[config.mk]
export PLATFORM = sky130hd
export DESIGN_NAME = demux_1to4_32bit_buf_flat
export DESIGN_NICKNAME = d
export VERILOG_FILES = /design/src/rtl/demux_1to4_32bit_buf_pkg.sv /design/src/rtl/demux_1to4_32bit_buf_if.sv /design/src/rtl/demux_1to4_32bit_buf_slot.sv /design/src/rtl/demux_1to4_32bit_buf.sv /design/src/flat_wrapper.sv
export SDC_FILE = /design/constraint.sdc
export NUM_CORES = 1
export LEC_CHECK = 0
export CORE_ASPECT_RATIO = 1.1
export CORE_MARGIN = 5
export CORE_UTILIZATION = 48
export CTS_CLUSTER_DIAMETER = 50
export CTS_CLUSTER_SIZE = 20
export DETAILED_ROUTE_END_ITERATION = 16
export PLACE_DENSITY = 0.84
export SYNTH_ARGS = -nofsm -noshare
export SYNTH_HDL_FRONTEND = slang
export SYNTH_SLANG_ARGS = --single-unit
export TNS_END_PERCENT = 10
[constraint.sdc]
create_clock -name Clk -period 3 [get_ports Clk]
set_input_delay 0.45 -clock Clk [delete_from_list [all_inputs] [get_ports Clk]]
set_output_delay 0.45 -clock Clk [all_outputs]
set_load 0.01 [all_outputs]
[src/rtl/demux_1to4_32bit_buf_pkg.sv]
// Shared constants for the buffered 1-to-4 demultiplexer.
// Channel indices map in_sel values onto output slots A..D.
// Slot state encoding is used by the per-slot EMPTY/FULL FSM.
package demux_pkg;

  localparam logic [1:0] CH_A = 2'd0;
  localparam logic [1:0] CH_B = 2'd1;
  localparam logic [1:0] CH_C = 2'd2;
  localparam logic [1:0] CH_D = 2'd3;

  typedef enum logic {
    SLOT_EMPTY = 1'b0,
    SLOT_FULL  = 1'b1
  } slot_state_e;

endpackage

[src/rtl/demux_1to4_32bit_buf_if.sv]
// Bus bundle for the buffered 1-to-4 demultiplexer: one input stream, four output slots.
// slave modport is the demux view, master modport is the producer/consumer view.
// cnt_out exists only when DEMUX_STATS_EN is defined.
interface demux_1to4_32bit_buf_if #(
  parameter int WIDTH = 32
`ifdef DEMUX_STATS_EN
  , parameter int CNT_W = 16
`endif
);

  logic             in_valid;
  logic             in_ready;
  logic [1:0]       in_sel;
  logic [WIDTH-1:0] in_data;
  logic [WIDTH-1:0] outA;
  logic [WIDTH-1:0] outB;
  logic [WIDTH-1:0] outC;
  logic [WIDTH-1:0] outD;
  logic [3:0]       out_valid;
  logic [3:0]       out_ready;
`ifdef DEMUX_STATS_EN
  logic [4*CNT_W-1:0] cnt_out;
`endif

  modport slave (
    input  in_valid, in_sel, in_data, out_ready,
    output in_ready, outA, outB, outC, outD, out_valid
`ifdef DEMUX_STATS_EN
    , output cnt_out
`endif
  );

  modport master (
    output in_valid, in_sel, in_data, out_ready,
    input  in_ready, outA, outB, outC, outD, out_valid
`ifdef DEMUX_STATS_EN
    , input cnt_out
`endif
  );

endinterface

[src/rtl/demux_1to4_32bit_buf_slot.sv]
// One-entry output buffer with EMPTY/FULL FSM for one demux channel.
// Latency: word written at edge N is presented with o_valid after edge N.
// Backpressure: o_can_accept = ~full | i_rd_ready, allowing 1 word/cycle streaming.
module demux_slot
  import demux_pkg::*;
#(
  parameter int WIDTH = 32
) (
  input  logic             i_clk,
  input  logic             i_rst_n,
  input  logic             i_wr_en,
  input  logic [WIDTH-1:0] i_wr_data,
  input  logic             i_rd_ready,
  output logic             o_valid,
  output logic [WIDTH-1:0] o_data,
  output logic             o_can_accept
);

  slot_state_e      r_state;
  logic [WIDTH-1:0] r_data;

  // Slot FSM: load on write, empty on drain without refill; data held while stalled.
  always_ff @(posedge i_clk) begin
    if (!i_rst_n) begin
      r_state <= SLOT_EMPTY;
      r_data  <= '0;
    end else begin
      case (r_state)
        SLOT_EMPTY: begin
          if (i_wr_en) begin
            r_state <= SLOT_FULL;
            r_data  <= i_wr_data;
          end
        end
        SLOT_FULL: begin
          // A write while full is only possible when the consumer takes the old word.
          if (i_wr_en) begin
            r_data <= i_wr_data;
          end else if (i_rd_ready) begin
            r_state <= SLOT_EMPTY;
          end
        end
        default: r_state <= SLOT_EMPTY;
      endcase
    end
  end

  assign o_valid      = (r_state == SLOT_FULL);
  assign o_data       = r_data;
  assign o_can_accept = (r_state == SLOT_EMPTY) | i_rd_ready;

endmodule

[src/rtl/demux_1to4_32bit_buf.sv]
// Buffered 1-to-4 demux: steers each accepted word into one of four single-entry slots.
// Latency: one cycle from input acceptance to out_valid on the selected slot.
// Backpressure: in_ready follows the addressed slot only; optional per-channel counters via DEMUX_STATS_EN.
module demux_1to4_32bit_buf
  import demux_pkg::*;
#(
  parameter int WIDTH = 32
`ifdef DEMUX_STATS_EN
  , parameter int CNT_W = 16
`endif
) (
  input  logic                  Clk,
  input  logic                  Reset_n,
  demux_1to4_32bit_buf_if.slave bus
);

  logic [3:0]       w_wr_en;
  logic [3:0]       w_valid;
  logic [3:0]       w_can_accept;
  logic [WIDTH-1:0] w_data [4];
  logic             w_in_ready;

  // No input is accepted while reset is asserted, so an in-flight word is dropped.
  assign w_in_ready   = Reset_n & w_can_accept[bus.in_sel];
  assign bus.in_ready = w_in_ready;

  for (genvar g = 0; g < 4; g++) begin : g_slot
    assign w_wr_en[g] = bus.in_valid & w_in_ready & (bus.in_sel == 2'(g));

    demux_slot #(.WIDTH(WIDTH)) u_slot (
      .i_clk        (Clk),
      .i_rst_n      (Reset_n),
      .i_wr_en      (w_wr_en[g]),
      .i_wr_data    (bus.in_data),
      .i_rd_ready   (bus.out_ready[g]),
      .o_valid      (w_valid[g]),
      .o_data       (w_data[g]),
      .o_can_accept (w_can_accept[g])
    );
  end

  assign bus.out_valid = w_valid;
  assign bus.outA      = w_data[CH_A];
  assign bus.outB      = w_data[CH_B];
  assign bus.outC      = w_data[CH_C];
  assign bus.outD      = w_data[CH_D];

`ifdef DEMUX_STATS_EN
  logic [CNT_W-1:0] r_cnt [4];

  // Per-channel delivered-word counters, wrapping modulo 2^CNT_W.
  always_ff @(posedge Clk) begin
    if (!Reset_n) begin
      for (int i = 0; i < 4; i++) r_cnt[i] <= '0;
    end else begin
      for (int i = 0; i < 4; i++) begin
        if (w_valid[i] & bus.out_ready[i]) r_cnt[i] <= r_cnt[i] + 1'b1;
      end
    end
  end

  for (genvar g = 0; g < 4; g++) begin : g_cnt
    assign bus.cnt_out[g*CNT_W +: CNT_W] = r_cnt[g];
  end
`endif

endmodule

[src/flat_wrapper.sv]
// flat-port wrapper written by rule: the top's interface ports become plain ports
module demux_1to4_32bit_buf_flat import demux_pkg::*;
#(
  parameter int WIDTH = 32

)
  (Clk, Reset_n, bus_in_valid, bus_in_sel, bus_in_data, bus_out_ready, bus_in_ready, bus_outA, bus_outB, bus_outC, bus_outD, bus_out_valid);
  demux_1to4_32bit_buf_if #(.WIDTH(WIDTH)) bus_i ();
  input  logic Clk;
  input  logic Reset_n;
  input wire logic [$bits(bus_i.in_valid)-1:0] bus_in_valid;
  input wire logic [$bits(bus_i.in_sel)-1:0] bus_in_sel;
  input wire logic [$bits(bus_i.in_data)-1:0] bus_in_data;
  input wire logic [$bits(bus_i.out_ready)-1:0] bus_out_ready;
  output wire logic [$bits(bus_i.in_ready)-1:0] bus_in_ready;
  output wire logic [$bits(bus_i.outA)-1:0] bus_outA;
  output wire logic [$bits(bus_i.outB)-1:0] bus_outB;
  output wire logic [$bits(bus_i.outC)-1:0] bus_outC;
  output wire logic [$bits(bus_i.outD)-1:0] bus_outD;
  output wire logic [$bits(bus_i.out_valid)-1:0] bus_out_valid;
  assign bus_i.in_valid = bus_in_valid;
  assign bus_i.in_sel = bus_in_sel;
  assign bus_i.in_data = bus_in_data;
  assign bus_i.out_ready = bus_out_ready;
  assign bus_in_ready = bus_i.in_ready;
  assign bus_outA = bus_i.outA;
  assign bus_outB = bus_i.outB;
  assign bus_outC = bus_i.outC;
  assign bus_outD = bus_i.outD;
  assign bus_out_valid = bus_i.out_valid;
  demux_1to4_32bit_buf #(.WIDTH(WIDTH)) u_core (.Clk(Clk), .Reset_n(Reset_n), .bus(bus_i));
endmodule
### Word level (Yosys, flattened, before mapping)

Cells that the tools add are included.

| storage, ports and cells | value |
|---|---|
| bits in registers | 132 |
| latch bits | 0 |
| memory bits (writable) | 0 |
| bits in read-only memories | 0 |
| bits of input ports | 41 |
| output and inout bits | 133 |
| logic and storage cells | 49 |
| memories | 0 |

| cells by class | value |
|---|---|
| $add $sub $neg | 0 |
| multipliers | 0 |
| divide/modulo/power cells | 0 |
| $lt $le $gt $ge | 1 |
| eq/ne operators | 3 |
| shift-type cells | 0 |
| muxes and demuxes | 22 |
| bitwise operators | 14 |
| reductions and logical operators | 1 |

Operators with widths:

| cell | count |
|---|---|
| 32-bit 2-to-1 mux | 4 |
| 1-bit 2-to-1 mux | 13 |
| 1-bit case mux with 2 select lines | 4 |
| 1-bit AND | 6 |
| 2-bit equality test, second input constant | 2 |
| 1-bit NOT | 4 |
| 1-bit bitwise OR | 4 |
| 2-bit by 3-bit less-than comparator with 1-bit output, second input constant | 1 |
| 1-bit binary-select mux with 2-bit select | 1 |
| 2-bit by 1-bit equality test with 1-bit output, second input constant | 1 |
| 2-bit zero test | 1 |

### Longest topological paths before layout

Gate-level depths: netlist of run 1.

| logic depth | value |
|---|---|
| depth after elaboration | 9 |
| gate-level depth with buffers | 5 |
| gate-level depth less buffers | 3 |

### By module

From an unflattened synthesis of run 1, not the netlist that was laid out.

| unflattened totals | value |
|---|---|
| cells, all modules | 438 |
| area, all modules | 5195.0 um^2 |

By module, submodules not included:

| module | times used | cells each | area each (um^2) | seq. area each (um^2) |
|---|---|---|---|---|
| demux_slot | 4 | 107 | 1281.2 | 660.6 |
| demux_1to4_32bit_buf | 1 | 10 | 70.1 | 0.0 |

### Worst setup path after synthesis of run 1

No wires, ideal clock.

| timing path | value |
|---|---|
| path kind | input port to output port |
| start point | input port bus_out_ready[3] |
| end point | output port bus_in_ready |
| arrival | 1.248 ns |
| data required time | 2.550 ns |
| path slack | 1.302 ns |
| stages | 3 |
| buffers on the path | 0 |
| path through | nand2b_1 > mux4_2 > and2_1 |

| between the ends | value |
|---|---|
| cells in the longest elaborated chain, start to end | 4 |

Ends and longest elaborated chain:

| item | line | RTL |
|---|---|---|
| start, declared | flat_wrapper.sv:14 | `input wire logic [$bits(bus_i.out_ready)-1:0] bus_out_ready;` |
| 1-bit bitwise OR | demux_1to4_32bit_buf_slot.sv:50 | `assign o_can_accept = (r_state == SLOT_EMPTY) \| i_rd_ready;` |
| 1-bit binary-select mux with 2-bit select | demux_1to4_32bit_buf.sv:24 | `assign w_in_ready = Reset_n & w_can_accept[bus.in_sel];` |
| 1-bit 2-to-1 mux (implied by the code) | demux_1to4_32bit_buf.sv:24 |  |
| 1-bit AND | demux_1to4_32bit_buf.sv:24 |  |
| end, declared | flat_wrapper.sv:15 | `output wire logic [$bits(bus_i.in_ready)-1:0] bus_in_ready;` |

No other way between the ends. The select of a mux whose other input is x is not followed.

### Final worst setup path of run 1

| timing path | value |
|---|---|
| start point | input port bus_in_sel[0] |
| end point | output port bus_in_ready |

| between the ends | value |
|---|---|
| cells in the longest elaborated chain, start to end | 3 |

Ends and longest elaborated chain:

| item | line | RTL |
|---|---|---|
| start, declared | flat_wrapper.sv:12 | `input wire logic [$bits(bus_i.in_sel)-1:0] bus_in_sel;` |
| 1-bit binary-select mux with 2-bit select | demux_1to4_32bit_buf.sv:24 |  |
| 1-bit 2-to-1 mux (implied by the code) | demux_1to4_32bit_buf.sv:24 |  |
| 1-bit AND | demux_1to4_32bit_buf.sv:24 |  |

No other way between the ends. The select of a mux whose other input is x is not followed.

==> flow_metrics.py, run 1 <==
metrics = {
    "run_status": {
        "outcome": "completed",
    },
    "logic_synthesis": {
        "synth_edf_count": 0,
        "synth_top_area_share_pct": 54.11,
        "yosysTopAreaCell": "dfxtp_1",
        "syn-instance-count": 474,
        "synth_nets": 515,
        "yosys-top-cells-count": "nand2_1, dfxtp_1, mux2i_1",
        "synth_most_common_cell": "nand2_1",
        "avgSynthCellArea_um2": 10.30,
        "synth_seq_area_share_pct": 54.11,
        "yosys_register_bits": 132,
        "synth_ff_type": "dfxtp_1",
        "synth_cell_types": 18,
        "async_reset_ff_share_pct": 0,
        "netlist_area_mm2": 0.004883,
        "yosys-top-cells-area": "dfxtp_1, mux2i_1, nand2_1, buf_6, clkbuf_1",
        "yosysWarnings": 0,
    },
    "clock_tree": {
        "cts_tree": "done",
        "cts_setup_buffers": 0,
        "cts-root-buf": "clkbuf_8",
        "clockBufferDepth": 2,
        "clk_pin_slew_ns": 0.06,
        "h-tree-depth": 4,
        "cts_buffers": 17,
        "clk_latency_ns": 0.51,
        "hold_buffers": 0,
        "cts-resized-gates": 0,
        "clock_sink_count": 132,
    },
    "global_route": {
        "busiest_layer": "met2",
        "grt_usage_pct": 21.45,
        "grt_max_degree": 137,
        "grt_first_pass_wirelength_um": 20580,
        "grt_antenna_before_repair": 0,
        "met3_usage_pct": 7.298,
        "grtUsageMet2_pct": 39.21,
        "met1_usage_pct": 22.36,
        "grt_pass1_vias": 4063,
        "grt_overflow": 0,
    },
    "die": {
        "die_area_mm2": 0.01229,
        "ioPinCount": 174,
        "initial_core_util_pct": 49.38,
        "coreArea_mm2": 0.009889,
        "die_h_um": 115.8,
        "rows": 38,
        "fp.dieW_um": 106.2,
    },
    "layout": {
        "num_antenna_cells": 0,
        "multi_input_area_mm2": 0.002038,
        "instances_no_fill": 767,
        "fin_nets": 677,
        "fillers": 723,
        "fin_util_pct": 72.90,
        "regArea_mm2": 0.002643,
        "drive_gt1_share_pct": 6.337,
        "syn2layout_area_growth_pct": 47.63,
    },
    "placed_design": {
        "routabilityCongestion": 0.7561,
        "dp.cells": 737,
        "io_buffer_count": 173,
        "dp_hpwl_um": 8906,
    },
    "timing": {
        "drv_slew": 0,
        "tns_ns": 0,
        "finalSetupViolations": 0,
        "relSlewSlack_pct": 61.05,
        "worstMarginPinSlew_ns": 0.5835,
        "rsz0062_at_grt": "false",
        "min_period_ns": 2.700,
        "skew_ns": 0.007472,
        "hold_violations": 0,
        "fin_crit_sh_pct": 90.00,
        "timing.fmax_ghz": 0.3704,
    },
    "route": {
        "vias": 3861,
        "drc_errors": 0,
        "vias_per_cell": 5.034,
        "drt_iter0_drc": 118,
        "wl_per_cell_um": 16.80,
        "first_pass_iters": 5,
        "ant_nets": 0,
        "routed_wl_um": 12880,
    },
    "hold_path": {
        "min-delay-path-class": "input port to flip-flop",
    },
    "setup_path": {
        "critPathMaxFanout": 5,
        "cp-end-kind": "primary output",
        "critical_path_class": "input port to primary output",
        "critPathLaunchType": "input port",
        "cp.arrival_ns": 2.25,
        "critical_path_required_ns": 2.55,
    },
    "power_and_ir_drop": {
        "irDropWorstVdd_v": 0.0003512,
        "power_leakage_nw": 2.974,
        "power_density_mw_per_mm2": 561.7,
    },
    "run": {
        "drv_cap": 0,
    },
}
path summary, 6_finish.rpt:
path                                      start                                 end  slack [ns]  depth (start not counted)
min reg2reg  u_core.g_slot[3].u_slot.o_data[21]  u_core.g_slot[3].u_slot.o_data[21]        0.46                          2
max                               bus_in_sel[0]                        bus_in_ready        0.30                          4
max reg2reg     u_core.g_slot[1].u_slot.o_valid  u_core.g_slot[1].u_slot.o_data[20]        1.43                          4
min                                     Reset_n     u_core.g_slot[2].u_slot.o_valid        0.34                          2
state kept, by name (all words and copies together) (netlist names):
signal / flops
u_core.g_slot.u_slot.o_data: 128
u_core.g_slot.u_slot.o_valid: 4
per-layer routing:
| layer | part of all wire, % | wire, µm |
|---|---|---|
| met2 | 53 | 6794 |
| met4 | 2.0 | 252 |
| met3 | 6.4 | 826 |
| met1 | 39 | 5009 |
| met5 | 0 | 0 |
worst max-delay path, stage by stage:
cell,delay (ns)
clkdlybuf4s50_1,0.62
mux4_2,0.54
and2_1,0.17
clkdlybuf4s50_1,0.47
logic make-up after synthesis:
group	share of synthesized area (%)
AOI/OAI and AO/OA	0.6149
buffers and inverters	4.356
DFF	54.11
muxes	26.70
and+or+nand+nor	14.22
per-stage QoR:
step                power (mW)  worst slack [ns]  hold WS, ns  instance area [µm²]
global route             4.195            0.2474       0.3471                 7209
CTS                      4.084            0.2901       0.3126                 7209
detailed placement       2.157            0.2971       0.4484                 6655
floorplan                1.993             1.302       0.4790                 4883
finish                   4.050            0.2999       0.3427                 7209
global placement         2.149            0.3271       0.4427                 6655
power breakdown:
group	leakage, nW	switching, mW	internal, mW	total, mW
combinational	1.63	0.145	0.159	0.304
clock	0.272	0.722	1.21	1.93
sequential	1.07	0.0218	1.79	1.82
layout make-up:
cell class                 instances  area share, %
clock buffer                      20          6.178
clock inverter                    10          1.510
multi-input combinational        306          28.27
sequential                       132          36.65
tap                              120          2.083
timing repair buffer             179          25.30
cells in the final DEF (no fill, tap or decap), drive strengths merged:
cell	n
and2	1
buf	7
clkinvlp	2
nor3b	2
a21boi	2
mux4	1
dfxtp	132
mux2i	128
o21a	2
nand2b	4
bufinv	2
clkinv	6
clkdlybuf4s50	172
nor2b	2
clkbuf	20
nand2	160
and3	1
and3b	1
nand3	2
Note: power is estimated with default switching activity, not from simulation.
==> run 2: changes to the inputs <==
Settings changed: CTS_CLUSTER_DIAMETER 50 to unset, CTS_CLUSTER_SIZE 20 to unset.
==> results of run 2 <==
No change in the layout: final DEF, timing and power equal those of run 1.
==> RTL edit, RTL diff (flow settings as in run 1) <==
`WIDTH` is set to 32 in 4 places; all go to 16.
--- a/src/rtl/demux_1to4_32bit_buf_if.sv
+++ b/src/rtl/demux_1to4_32bit_buf_if.sv
@@ -2,7 +2,7 @@
 // slave modport is the demux view, master modport is the producer/consumer view.
 // cnt_out exists only when DEMUX_STATS_EN is defined.
 interface demux_1to4_32bit_buf_if #(
-  parameter int WIDTH = 32
+  parameter int WIDTH = 16
 `ifdef DEMUX_STATS_EN
   , parameter int CNT_W = 16
 `endif
--- a/src/rtl/demux_1to4_32bit_buf_slot.sv
+++ b/src/rtl/demux_1to4_32bit_buf_slot.sv
@@ -4,7 +4,7 @@
 module demux_slot
   import demux_pkg::*;
 #(
-  parameter int WIDTH = 32
+  parameter int WIDTH = 16
 ) (
   input  logic             i_clk,
   input  logic             i_rst_n,
--- a/src/rtl/demux_1to4_32bit_buf.sv
+++ b/src/rtl/demux_1to4_32bit_buf.sv
@@ -4,7 +4,7 @@
 module demux_1to4_32bit_buf
   import demux_pkg::*;
 #(
-  parameter int WIDTH = 32
+  parameter int WIDTH = 16
 `ifdef DEMUX_STATS_EN
   , parameter int CNT_W = 16
 `endif
--- a/src/flat_wrapper.sv
+++ b/src/flat_wrapper.sv
@@ -1,7 +1,7 @@
 // flat-port wrapper written by rule: the top's interface ports become plain ports
 module demux_1to4_32bit_buf_flat import demux_pkg::*;
 #(
-  parameter int WIDTH = 32
+  parameter int WIDTH = 16
 
 )
   (Clk, Reset_n, bus_in_valid, bus_in_sel, bus_in_data, bus_out_ready, bus_in_ready, bus_outA, bus_outB, bus_outC, bus_outD, bus_out_valid);
Interface: changed (5 resized); port bits go from 174 to 94. The function was not compared with the original's and may differ.
==> RTL edit against run 1 <==
  * Area after synthesis down 46%
  * Critical path type unchanged
  * Sequential cell count down 64
  * Routed wire length shrank 53%
  * Non-clock buffer count down 78
  * Clock skew barely moved
  * First-iteration DRC count shrank 45%
  * Total power shrank 54%
  * Count of clock-buffer cells in the layout is 10 lower
  * Critical path depth up 1
  * Design area is 48% lower
  * Setup slack improved by 0.15 ns
==> RTL edit: results (changes against run 1) <==
Fillers = 417 (-42%)
Detailed Place HPWL = 4270 um (-52%)
Worst Path Arrival = 2.10 ns (-0.15 ns)
Largest cells by area after synthesis = dfxtp_1 52%, mux2i_1 24%, nand2_1 11%, buf_6 2.2%, buf_4 1.7%
Logic pwr share = 8.9% (+1.4 points)
Cell family with most CP delay = buffers and inverters
Crit-path max FO = 3 (-2)
Syn Inst Count = 252 (-47%)
WL per Instance = 14.2 um (-15%)
Peak supply drop = 0.000323 V (-8.0%)
Worst slew pin tran = 0.805 ns (+0.222 ns)
Largest net degree at the start of global routing = 85 (-38%)
Flop-to-flop setup slack = 1.70 ns (+0.27 ns)
# H-tree levels = 3 (-1)
Layout cells sized above 1 = 8.07% (+1.7 points)
Number of buffers created by CTS = 9 (-8)
# port buffers = 93 (-46%)
Initial DRC Count = 65 (-45%)
Worst skew pair latency = 0.33 ns (-0.18 ns)
Placed cell count = 406 (-45%)
Nets@finish = 367 (-46%)
Post-synth top cells = 80 x nand2_1, 68 x dfxtp_1, 64 x mux2i_1, 8 x clkbuf_1, 6 x buf_4
Via Count = 1978 (-49%)
Status = complete, no violations
Setup Skew = 0.00757 ns (+0.0000938 ns)
Slowest stage delay, CP = 0.47 ns (-0.15 ns)
Critical Path Source = bus_out_ready[3]
DRT Pass-1 Iters = 4 (-1)
GP Congestion = 0.709 (-6.3%)
Reg2reg start = u_core.g_slot[0].u_slot.o_valid
GRT Total Usage = 18.2% (-3.3 points)
Syn nets = 277 (-46%)
## RTL edit: cells by family after synthesis
kind of cell / synth area share (%)
AND/OR/NAND/NOR: 15.1
buffers and inverters: 6.36
flip-flops: 52.1
multiplexers: 25.4
AO/OA/AOI/OAI: 1.15
## RTL edit: routing by layer
layer	track usage, %	share of wire [%]
met5	0	0
met2	30.9	51
met3	6.11	4.9
met1	21.4	42
met4	5.99	1.5
## RTL edit: worst min-delay path by stage
stage | startpoint | to | slack [ns] | cells after the start
3_3_place_gp | u_core.g_slot[2].u_slot.o_data[6] | u_core.g_slot[2].u_slot.o_data[6] | 0.44 | 2
5_1_grt | u_core.g_slot[0].u_slot.o_data[12] | u_core.g_slot[0].u_slot.o_data[12] | 0.48 | 2
4_1_cts | u_core.g_slot[0].u_slot.o_data[15] | u_core.g_slot[0].u_slot.o_data[15] | 0.46 | 2
6_report | u_core.g_slot[1].u_slot.o_data[15] | u_core.g_slot[1].u_slot.o_data[15] | 0.46 | 2
3_5_place_dp | u_core.g_slot[2].u_slot.o_data[8] | u_core.g_slot[2].u_slot.o_data[8] | 0.45 | 2
2_1_floorplan | u_core.g_slot[0].u_slot.o_data[0] | u_core.g_slot[0].u_slot.o_data[0] | 0.48 | 2
## RTL edit: final cells by class
type,instances,share of cell area (%)
Clock inverter,6,1.71
Sequential cell,68,36.4
Multi-Input combinational cell,162,29.4
Clock buffer,10,3.68
Tap cell,75,2.51
Timing Repair Buffer,101,26.3
## RTL edit: metrics by stage
step	area, um2	worst slack [ns]	total power, uW	util (%)
finish	3740	0.448	1840	70.3
global route	3740	0.352	1930	70.3
CTS	3740	0.436	1860	70.3
detailed placement	3540	0.437	1120	66.5
global placement	3540	0.449	1120	66.5
floorplan	2620	1.32	1030	-
